**config.mk**
```make
export PLATFORM = sky130hd
export DESIGN_NAME = load_store_unit
export DESIGN_NICKNAME = d
export VERILOG_FILES = /design/src/rtl/riscv_pkg.sv /design/src/rtl/lsu_load_align.sv /design/src/rtl/load_store_unit.sv
export SDC_FILE = /design/constraint.sdc
export NUM_CORES = 1
export LEC_CHECK = 0
export CORE_UTILIZATION = 43
export DETAILED_ROUTE_END_ITERATION = 10
export GPL_TIMING_DRIVEN = 0
export PLACE_DENSITY = 0.89
export SYNTH_ARGS = -nofsm -noshare
export SYNTH_HDL_FRONTEND = slang
export SYNTH_HIERARCHICAL = 1
export SYNTH_SLANG_ARGS = --single-unit
```
**constraint.sdc**
```tcl
create_clock -name clk -period 1.7 [get_ports clk]
set_input_delay 0.34 -clock clk [delete_from_list [all_inputs] [get_ports clk]]
set_output_delay 0.34 -clock clk [all_outputs]
set_load 0.02 [all_outputs]
```
**src/rtl/riscv_pkg.sv**
```systemverilog
// Shared RISC-V core definitions: load/store size encodings and the LSU state enum.
package riscv_pkg;

  localparam logic [2:0] F3_B  = 3'b000;
  localparam logic [2:0] F3_H  = 3'b001;
  localparam logic [2:0] F3_W  = 3'b010;
  localparam logic [2:0] F3_BU = 3'b100;
  localparam logic [2:0] F3_HU = 3'b101;

  typedef enum logic [1:0] {
    ST_IDLE = 2'd0,
    ST_REQ  = 2'd1,
    ST_RESP = 2'd2,
    ST_DONE = 2'd3
  } lsu_state_e;

  // Unsupported size encodings behave as word accesses, so they need word alignment.
  function automatic logic is_misaligned(input logic [2:0] funct3, input logic [1:0] addr_lo);
    logic mis;
    case (funct3)
      F3_B, F3_BU: mis = 1'b0;
      F3_H, F3_HU: mis = addr_lo[0];
      default:     mis = (addr_lo != 2'b00);
    endcase
    return mis;
  endfunction

endpackage

```
**src/rtl/lsu_load_align.sv**
```systemverilog
// Load data extraction: shifts the addressed byte/half to bit 0 and extends it.
module lsu_load_align
  import riscv_pkg::*;
(
  input  logic [31:0] rdata_i,
  input  logic [1:0]  addr_lo_i,
  input  logic [2:0]  funct3_i,
  output logic [31:0] data_o
);

  logic [31:0] shifted;

  assign shifted = rdata_i >> {addr_lo_i, 3'b000};

  always_comb begin
    data_o = shifted;
    case (funct3_i)
      F3_B:    data_o = {{24{shifted[7]}}, shifted[7:0]};
      F3_H:    data_o = {{16{shifted[15]}}, shifted[15:0]};
      F3_BU:   data_o = {24'd0, shifted[7:0]};
      F3_HU:   data_o = {16'd0, shifted[15:0]};
      default: data_o = shifted;
    endcase
  end

endmodule

```
**src/rtl/load_store_unit.sv**
```systemverilog
// Data-memory access stage: one bus transaction per MW/MD request, stalling the core
// until the access finishes, fails alignment, or times out.
module load_store_unit
  import riscv_pkg::*;
#(
  parameter int TIMEOUT_CYCLES = 16,
  parameter int ADDR_W         = 32
) (
  input  logic              clk,
  input  logic              rst,
  input  logic              mw_i,
  input  logic              md_i,
  input  logic [2:0]        funct3_i,
  input  logic [3:0]        strb_i,
  input  logic [ADDR_W-1:0] addr_i,
  input  logic [31:0]       wdata_i,
  output logic [31:0]       rdata_o,
  output logic              stall_o,
  output logic              done_o,
  output logic              err_o,
  output logic              mem_valid_o,
  input  logic              mem_ready_i,
  output logic              mem_we_o,
  output logic [ADDR_W-1:0] mem_addr_o,
  output logic [3:0]        mem_wstrb_o,
  output logic [31:0]       mem_wdata_o,
  input  logic [31:0]       mem_rdata_i,
  input  logic              mem_rvalid_i,
  output lsu_state_e        dbg_state_o
);

  localparam int CNT_W = $clog2(TIMEOUT_CYCLES) + 1;

  // Bus handshake: a request is transferred on a cycle where mem_valid_o and mem_ready_i
  // are both high; address/we/strobe/data stay constant from the first valid cycle until
  // that transfer. Read data is taken on any cycle with mem_rvalid_i once the request has
  // been transferred (same cycle included).

  lsu_state_e state, state_nxt;
  logic [CNT_W-1:0] cnt;
  logic             req_store;
  logic [2:0]       req_f3;
  logic [1:0]       req_alo;
  logic             err_q;
  logic [31:0]      rdata_q;
  logic [31:0]      load_data;
  logic             start, start_mis, timeout, capture, complete, abort;

  lsu_load_align u_align (
    .rdata_i   (mem_rdata_i),
    .addr_lo_i (req_alo),
    .funct3_i  (req_f3),
    .data_o    (load_data)
  );

  assign start     = (state == ST_IDLE) && (mw_i || md_i);
  assign start_mis = is_misaligned(funct3_i, addr_i[1:0]);
  assign timeout   = (cnt == CNT_W'(TIMEOUT_CYCLES - 1));
  assign capture   = !req_store && mem_rvalid_i &&
                     (((state == ST_REQ) && mem_ready_i) || (state == ST_RESP));
  assign complete  = ((state == ST_REQ) && mem_ready_i && req_store) || capture;
  assign abort     = ((state == ST_REQ) || (state == ST_RESP)) && timeout && !complete;

  always_ff @(posedge clk) begin
    if (rst) state <= ST_IDLE;
    else     state <= state_nxt;
  end

  always_comb begin
    state_nxt = state;
    case (state)
      ST_IDLE: if (mw_i || md_i) state_nxt = start_mis ? ST_DONE : ST_REQ;
      ST_REQ: begin
        if (mem_ready_i)  state_nxt = (req_store || mem_rvalid_i) ? ST_DONE : ST_RESP;
        else if (timeout) state_nxt = ST_DONE;
      end
      ST_RESP: if (mem_rvalid_i || timeout) state_nxt = ST_DONE;
      ST_DONE: state_nxt = ST_IDLE;
      default: state_nxt = ST_IDLE;
    endcase
  end

  always_comb begin
    mem_valid_o = (state == ST_REQ);
    done_o      = (state == ST_DONE);
    err_o       = (state == ST_DONE) && err_q;
    stall_o     = (mw_i || md_i) && (state != ST_DONE);
    rdata_o     = rdata_q;
    dbg_state_o = state;
  end

  // The request is frozen on IDLE exit so later input changes cannot disturb the bus.
  always_ff @(posedge clk) begin
    if (rst) begin
      cnt         <= '0;
      req_store   <= 1'b0;
      req_f3      <= '0;
      req_alo     <= '0;
      err_q       <= 1'b0;
      rdata_q     <= '0;
      mem_we_o    <= 1'b0;
      mem_addr_o  <= '0;
      mem_wstrb_o <= '0;
      mem_wdata_o <= '0;
    end else if (start) begin
      cnt         <= '0;
      req_store   <= mw_i;
      req_f3      <= funct3_i;
      req_alo     <= addr_i[1:0];
      err_q       <= start_mis;
      rdata_q     <= '0;
      mem_we_o    <= mw_i;
      mem_addr_o  <= {addr_i[ADDR_W-1:2], 2'b00};
      mem_wstrb_o <= mw_i ? strb_i : 4'b0000;
      mem_wdata_o <= wdata_i << {addr_i[1:0], 3'b000};
    end else if ((state == ST_REQ) || (state == ST_RESP)) begin
      cnt <= cnt + 1'b1;
      if (capture) rdata_q <= load_data;
      if (abort)   err_q   <= 1'b1;
    end
  end

endmodule
```
; After elaboration in Yosys (flattened, before gate mapping)
; Cells that the tools add are included.
[totals]
reg_bits = 112
latch_bits = 0
ram_bits = 0
rom_bits = 0
inputBits = 109
word_cells = 69
memories = 0
[classes]
addsub = 1
n_mul = 0
div = 0
n_lt_le_gt_ge = 0
n_eq_ne = 14
n_shift = 2
muxes = 13
bitwise_logic = 0
reduce_logical = 29
[op_table]
columns = op, n
row1 = 32-bit one-hot mux with 4 select lines, 1
row2 = 32-bit by 5-bit left shift with 32-bit output, 1
row3 = 32-bit by 5-bit >> shifter with 32-bit output, 1
row4 = 3-bit == test (second input constant), 4
row5 = 2-bit 2-to-1 mux, 5
row6 = 1-bit logical AND, 9
row7 = 2-bit one-hot mux with 4 select lines, 1
row8 = 3-bit by 1-bit == test with 1-bit output (second input constant), 2
row9 = 3-bit logical NOT, 2
row10 = 1-bit logical OR, 6
row11 = 2-bit nonzero test, 3
row12 = 2-bit OR reduction, 3
row13 = 5-bit by 1-bit adder with 5-bit output (second input constant), 1
row14 = 5-bit by 4-bit == test with 1-bit output (second input constant), 1
row15 = 2-bit == test (second input constant), 2
row16 = 1-bit 2-to-1 mux, 4
row17 = 4-bit 2-to-1 mux, 1
row18 = 2-bit by 1-bit != test with 1-bit output (second input constant), 2
row19 = 2-bit AND reduction, 2
row20 = 3-bit by 1-bit != test with 1-bit output (second input constant), 1
row21 = 3-bit AND reduction, 1
row22 = 2-bit by 1-bit == test with 1-bit output (second input constant), 1
row23 = 1-bit logical NOT, 2
row24 = 2-bit logical NOT, 1
row25 = other kinds (2), 2

; Longest topological paths before layout
[depth]
depth_word = 10
depth_mapped = 8
ltp_nobuf = 6

; Modules after synthesis
; The synthesis kept the hierarchy.
[by_module_without_submodules]
columns = mod, instances, cells_each, area_per_inst_um2, seq_area_each_um2
row1 = load_store_unit, 1, 513, 4481.8, 2242.2
row2 = lsu_load_align, 1, 107, 694.4, 0.0

; Worst setup path after synthesis
; Ideal clock, no wire load.
[synth_timing]
path_type = register to register
from = register state[1], in the netlist dbg_state_o[1]
to = register rdata_q[7], in the netlist rdata_o[7]
setup_time_ns = 0.132
arrival_time_ns = 1.698
path_slack_ns = -0.131
path_stages_with_launch = 9
synth_period_minus_slack_ns = 1.831
cell_sequence = dfxtp_1 > inv_1 > ha_1 > a21o_1 > and3_1 > buf_2 > buf_2 > nand2_1 > a21oi_1
[synth_between]
elab_chain_cells = 5
[synth_rtl]
columns = element, line_no
row1 = from (decl), load_store_unit.sv:39  ; lsu_state_e state, state_nxt;
row2 = from (signal assigned), load_store_unit.sv:66  ; else state <= state_nxt;
row3 = 2-bit by 1-bit == test with 1-bit output (*), -
row4 = via mem_valid_o, load_store_unit.sv:21  ; output logic mem_valid_o,
row5 = 1-bit logical AND, load_store_unit.sv:60  ; (((state == ST_REQ) && mem_ready_i) || (state == ST_RESP));
row6 = 1-bit logical OR, load_store_unit.sv:60
row7 = 1-bit logical AND, load_store_unit.sv:59  ; assign capture = !req_store && mem_rvalid_i &&
row8 = 2-bit AND reduction (no source line) (*), -
row9 = to (signal assigned), load_store_unit.sv:118  ; if (capture) rdata_q <= load_data;
row10 = to (decl), load_store_unit.sv:45  ; logic [31:0] rdata_q;
; The timed path passes the listed nets; every way through them passes the cells marked *.
; A chain may end at the register's enable or synchronous reset.

; Worst setup path in the final report
[layout_timing]
from = register req_alo[0]
to = register rdata_q[31], in the netlist rdata_o[31]
[layout_between]
elab_chain_cells = 2
[layout_rtl]
columns = element, line_no
row1 = from (decl), load_store_unit.sv:43  ; logic [1:0] req_alo;
row2 = from (signal assigned), load_store_unit.sv:109  ; req_alo <= addr_i[1:0];
row3 = 32-bit by 5-bit >> shifter with 32-bit output, lsu_load_align.sv:13  ; assign shifted = rdata_i >> {addr_lo_i, 3'b000};
row4 = 32-bit one-hot mux with 4 select lines, lsu_load_align.sv:17  ; case (funct3_i)
row5 = via load_data[31], load_store_unit.sv:46  ; logic [31:0] load_data;
; The timed path passes the listed nets, and every way through them passes these cells.

==> flow_metrics.py <==
metrics = {
    "outcome": {
        "status": "finished, violations left",
        "violations": "DRC, setup timing",
    },
    "synthesis": {
        "synth_compound_area_frac": 0.191,
        "yosysSeqAreaShare": 0.433,
        "synth-warning-count": 6,
        "synth.cell_area_sq_um": 5180,
        "avgSynthCellArea_sq_um": 8.35,
        "synth_top_area_cell": "dfxtp_1",
        "synth_cell_types": 44,
        "synth_mux_area_frac": 0.0955,
        "synth_edf_count": 0,
        "synth_top_family_by_area": "simple AND/OR/NAND/NOR gates",
        "ys_ff_latch": 112,
        "ys.flop_type": "dfxtp_1",
        "synth_top_area_share": 0.433,
        "yosys.area_share.xor_xnor": 0.00508,
        "syn_inst": 620,
        "yosys.area_share.simple": 0.202,
        "synthArstFlopShare": 0,
        "synth_adder_area_share": 0.0169,
        "synth_area_leaders": "dfxtp_1 (43%), nand2_1 (12%), a21oi_1 (7.7%), mux2i_1 (7.2%), nor2_1 (2.9%)",
    },
    "clocking": {
        "cts_hold_buf": 0,
        "cts_tree": "built",
        "numCtsBuffers": 9,
        "clk_pin_slew_ps": 70,
        "cts_root_buf": "clkbuf_16",
        "cts_htree_levels": 3,
        "clk_latency_ps": 350,
        "cts_sinks": 112,
        "cts_max_path_buffers": 2,
    },
    "worst_setup_path": {
        "slowest_delay_ps": 370,
        "reg2regPathDepth": 8,
        "r2r_end": "rdata_o[31]$_SDFFE_PP0P_",
        "worstPathArrival_ps": 1930,
        "start_kind": "flip-flop",
        "end_kind": "flip-flop",
        "crit_chain": "buf_6 > mux2i_2 > mux2i_1 > o211ai_2 > buf_6 > nand2_1 > nand2_1 > a21oi_2",
        "r2r-start": "req_alo[0]$_SDFFE_PP0P_",
        "required_ps": 1930,
        "path_max_fanout": 8,
        "path_class": "reg -> reg",
        "regToRegSetupSlack_ps": -0.2,
        "critPathSlowestCell": "o211ai_2",
    },
    "placed_design": {
        "dp_cells": 975,
        "gp_congestion": 0.903,
        "port_buffers": 211,
        "dp_hpwl_um": 12400,
    },
    "sta": {
        "finalMaxSlewViolations": 0,
        "setup_tns_ps": -0.187,
        "fmax_mhz": 588,
        "maxSlewHeadroom": 0.621,
        "rsz0062_at_grt": "true",
        "worst_pin_slew_ps": 566,
        "hold_viol": 0,
        "setup_slack_ps": -0.187,
        "post-route-period-util": 1.00,
        "finClkSkew_ps": 8.19,
        "setup_viol": 1,
        "period_needed_ps": 1700,
        "holdWs_ps": 452,
    },
    "floorplanning": {
        "die_h_um": 112,
        "start_util": 0.448,
        "core_area_sq_um": 11600,
        "num_io_pins": 216,
        "die-area_sq_um": 12500,
        "die_w_um": 112,
        "rows": 39,
    },
    "grt": {
        "grt_max_degree": 19,
        "met2_usage": 0.459,
        "grt_pass1_wl_um": 25800,
        "grt_pass1_vias": 5101,
        "grt_util_met3": 0.0789,
        "grt_overflow": 0,
        "met1_usage": 0.300,
        "gr-max-usage-layer": "met2",
        "grt_util_all_layers": 0.264,
        "antenna_found_initial": 0,
    },
    "hold_path": {
        "min_delay_path_depth": 2,
        "hp-start": "mem_wdata_o[12]$_SDFFE_PP0P_",
        "holdPathEnd": "mem_wdata_o[12]$_SDFFE_PP0P_",
        "hp-class": "reg -> reg",
    },
    "routing": {
        "viasPerCell": 5.37,
        "firstDrtPassIters": 8,
        "drt_iter0_markers": 488,
        "wire_per_inst_um": 16.9,
        "drcViolationCount": 14,
        "antenna_left": 0,
        "drt-total-wl_um": 16800,
        "vias": 5337,
    },
    "finish": {
        "antenna_cells": 0,
        "syn2layout_area_growth_pct": 53.6,
        "most-common-layout-cells": "clkdlybuf4s50_1 (189), nand2_1 (159), dfxtp_1 (109), a21oi_1 (77), nor2_1 (37)",
        "mostFrequentLayoutCell": "clkdlybuf4s50_1",
        "final_cells": 993,
        "nNetsFinal": 961,
        "final_layout_size_suffix_gt1_frac": 0.116,
    },
    "power_and_ir_drop": {
        "leakage_nw": 3.19,
        "ir_drop_mv": 0.910,
        "power_density_nw_per_um2": 1270,
    },
    "flow_run": {
        "maxCapViolations": 0,
    },
}
-- flip-flops by register name, indices dropped and copies added (netlist names) --
signal       flops
cnt              5
dbg_state_o      2
err_q            1
mem_addr_o      30
mem_wdata_o     32
mem_wstrb_o      4
rdata_o         32
req_alo          2
req_f3           3
req_store        1
-- cells in the mapped netlist, types with 8 or more instances --
cell / n
a21oi_1: 80
mux2i_1: 37
o21ai_0: 14
a22o_1: 12
nor2b_1: 9
nor2_1: 40
a211oi_1: 16
dfxtp_1: 112
clkbuf_1: 17
buf_2: 20
buf_4: 8
nand2_1: 163
-- worst max-delay path: cells and delay by family (launching register included) --
| family | cells | cell delay, ps |
|---|---|---|
| AO/OA/AOI/OAI | 2 | 420 |
| multiplexers | 2 | 380 |
| buffers and inverters | 2 | 330 |
| flip-flops | 1 | 330 |
| AND/OR/NAND/NOR | 2 | 120 |
-- power breakdown --
group | switching (W) | internal (W)
Clock | 0.000991 | 0.00120
Sequential | 0.000292 | 0.00308
Combinational | 0.00254 | 0.00197
Total | 0.00382 | 0.00625
-- final cells by class --
cell class                 instances  area (sq um)
buffer                            48           297
timing repair buffer             214          2150
clock buffer                      11           243
inverter                           4          15.0
clock inverter                     5          63.8
fill                             920          3610
tap                              143           179
multi-input combinational        456          2750
sequential                       112          2250
-- worst max-delay path by stage --
stage	cells past startpoint	end	slack [ps]	startpoint
finish	8	rdata_o[31]$_SDFFE_PP0P_	-0.2	req_alo[0]$_SDFFE_PP0P_
global route	8	rdata_o[31]$_SDFFE_PP0P_	-80	req_alo[0]$_SDFFE_PP0P_
CTS	1	mem_wdata_o[29]	1	mem_wdata_o[29]$_SDFFE_PP0P_
detailed placement	5	mem_wdata_o[15]$_SDFFE_PP0P_	-520	rst
global placement	5	mem_wdata_o[15]$_SDFFE_PP0P_	-500	rst
floorplan	8	rdata_o[7]$_SDFFE_PP0P_	70	dbg_state_o[1]$_SDFFE_PP0P_
-- per-layer routing --
metal | up-vias | part of all wire
met5 | - | 0
met4 | 0 | 0.028
met3 | 35 | 0.090
met2 | 253 | 0.49
met1 | 2457 | 0.40
li1 | 2592 | -
-- timing repair --
action	in CTS	in global routing
hold endpoints to repair	0	0
gates resized for setup	29	46
gates cloned	0	1
pin swaps	1	3
setup buffers	0	2
setup endpoints to repair	94	59
-- cell families after synthesis --
logic type,count (synthesis)
XOR/XNOR,3
flip-flops,112
other,1
AO/OA/AOI/OAI,155
AND/OR/NAND/NOR,244
adder cells (fa/ha/maj),7
buffers and inverters,53
multiplexers,45
-- metrics by stage --
stage / worst slack, ps / cell area, sq um / util / total power, W
after floorplan: 68.5 / 5190 / - / 0.00596
after global placement: -499 / 7480 / 0.647 / 0.00761
after detailed placement: -525 / 7480 / 0.647 / 0.00766
after CTS: 1.06 / 7800 / 0.675 / 0.00989
after global routing: -79.2 / 7950 / 0.687 / 0.0106
final: -0.187 / 7950 / 0.687 / 0.0101
(Power assumes the default switching activity.)
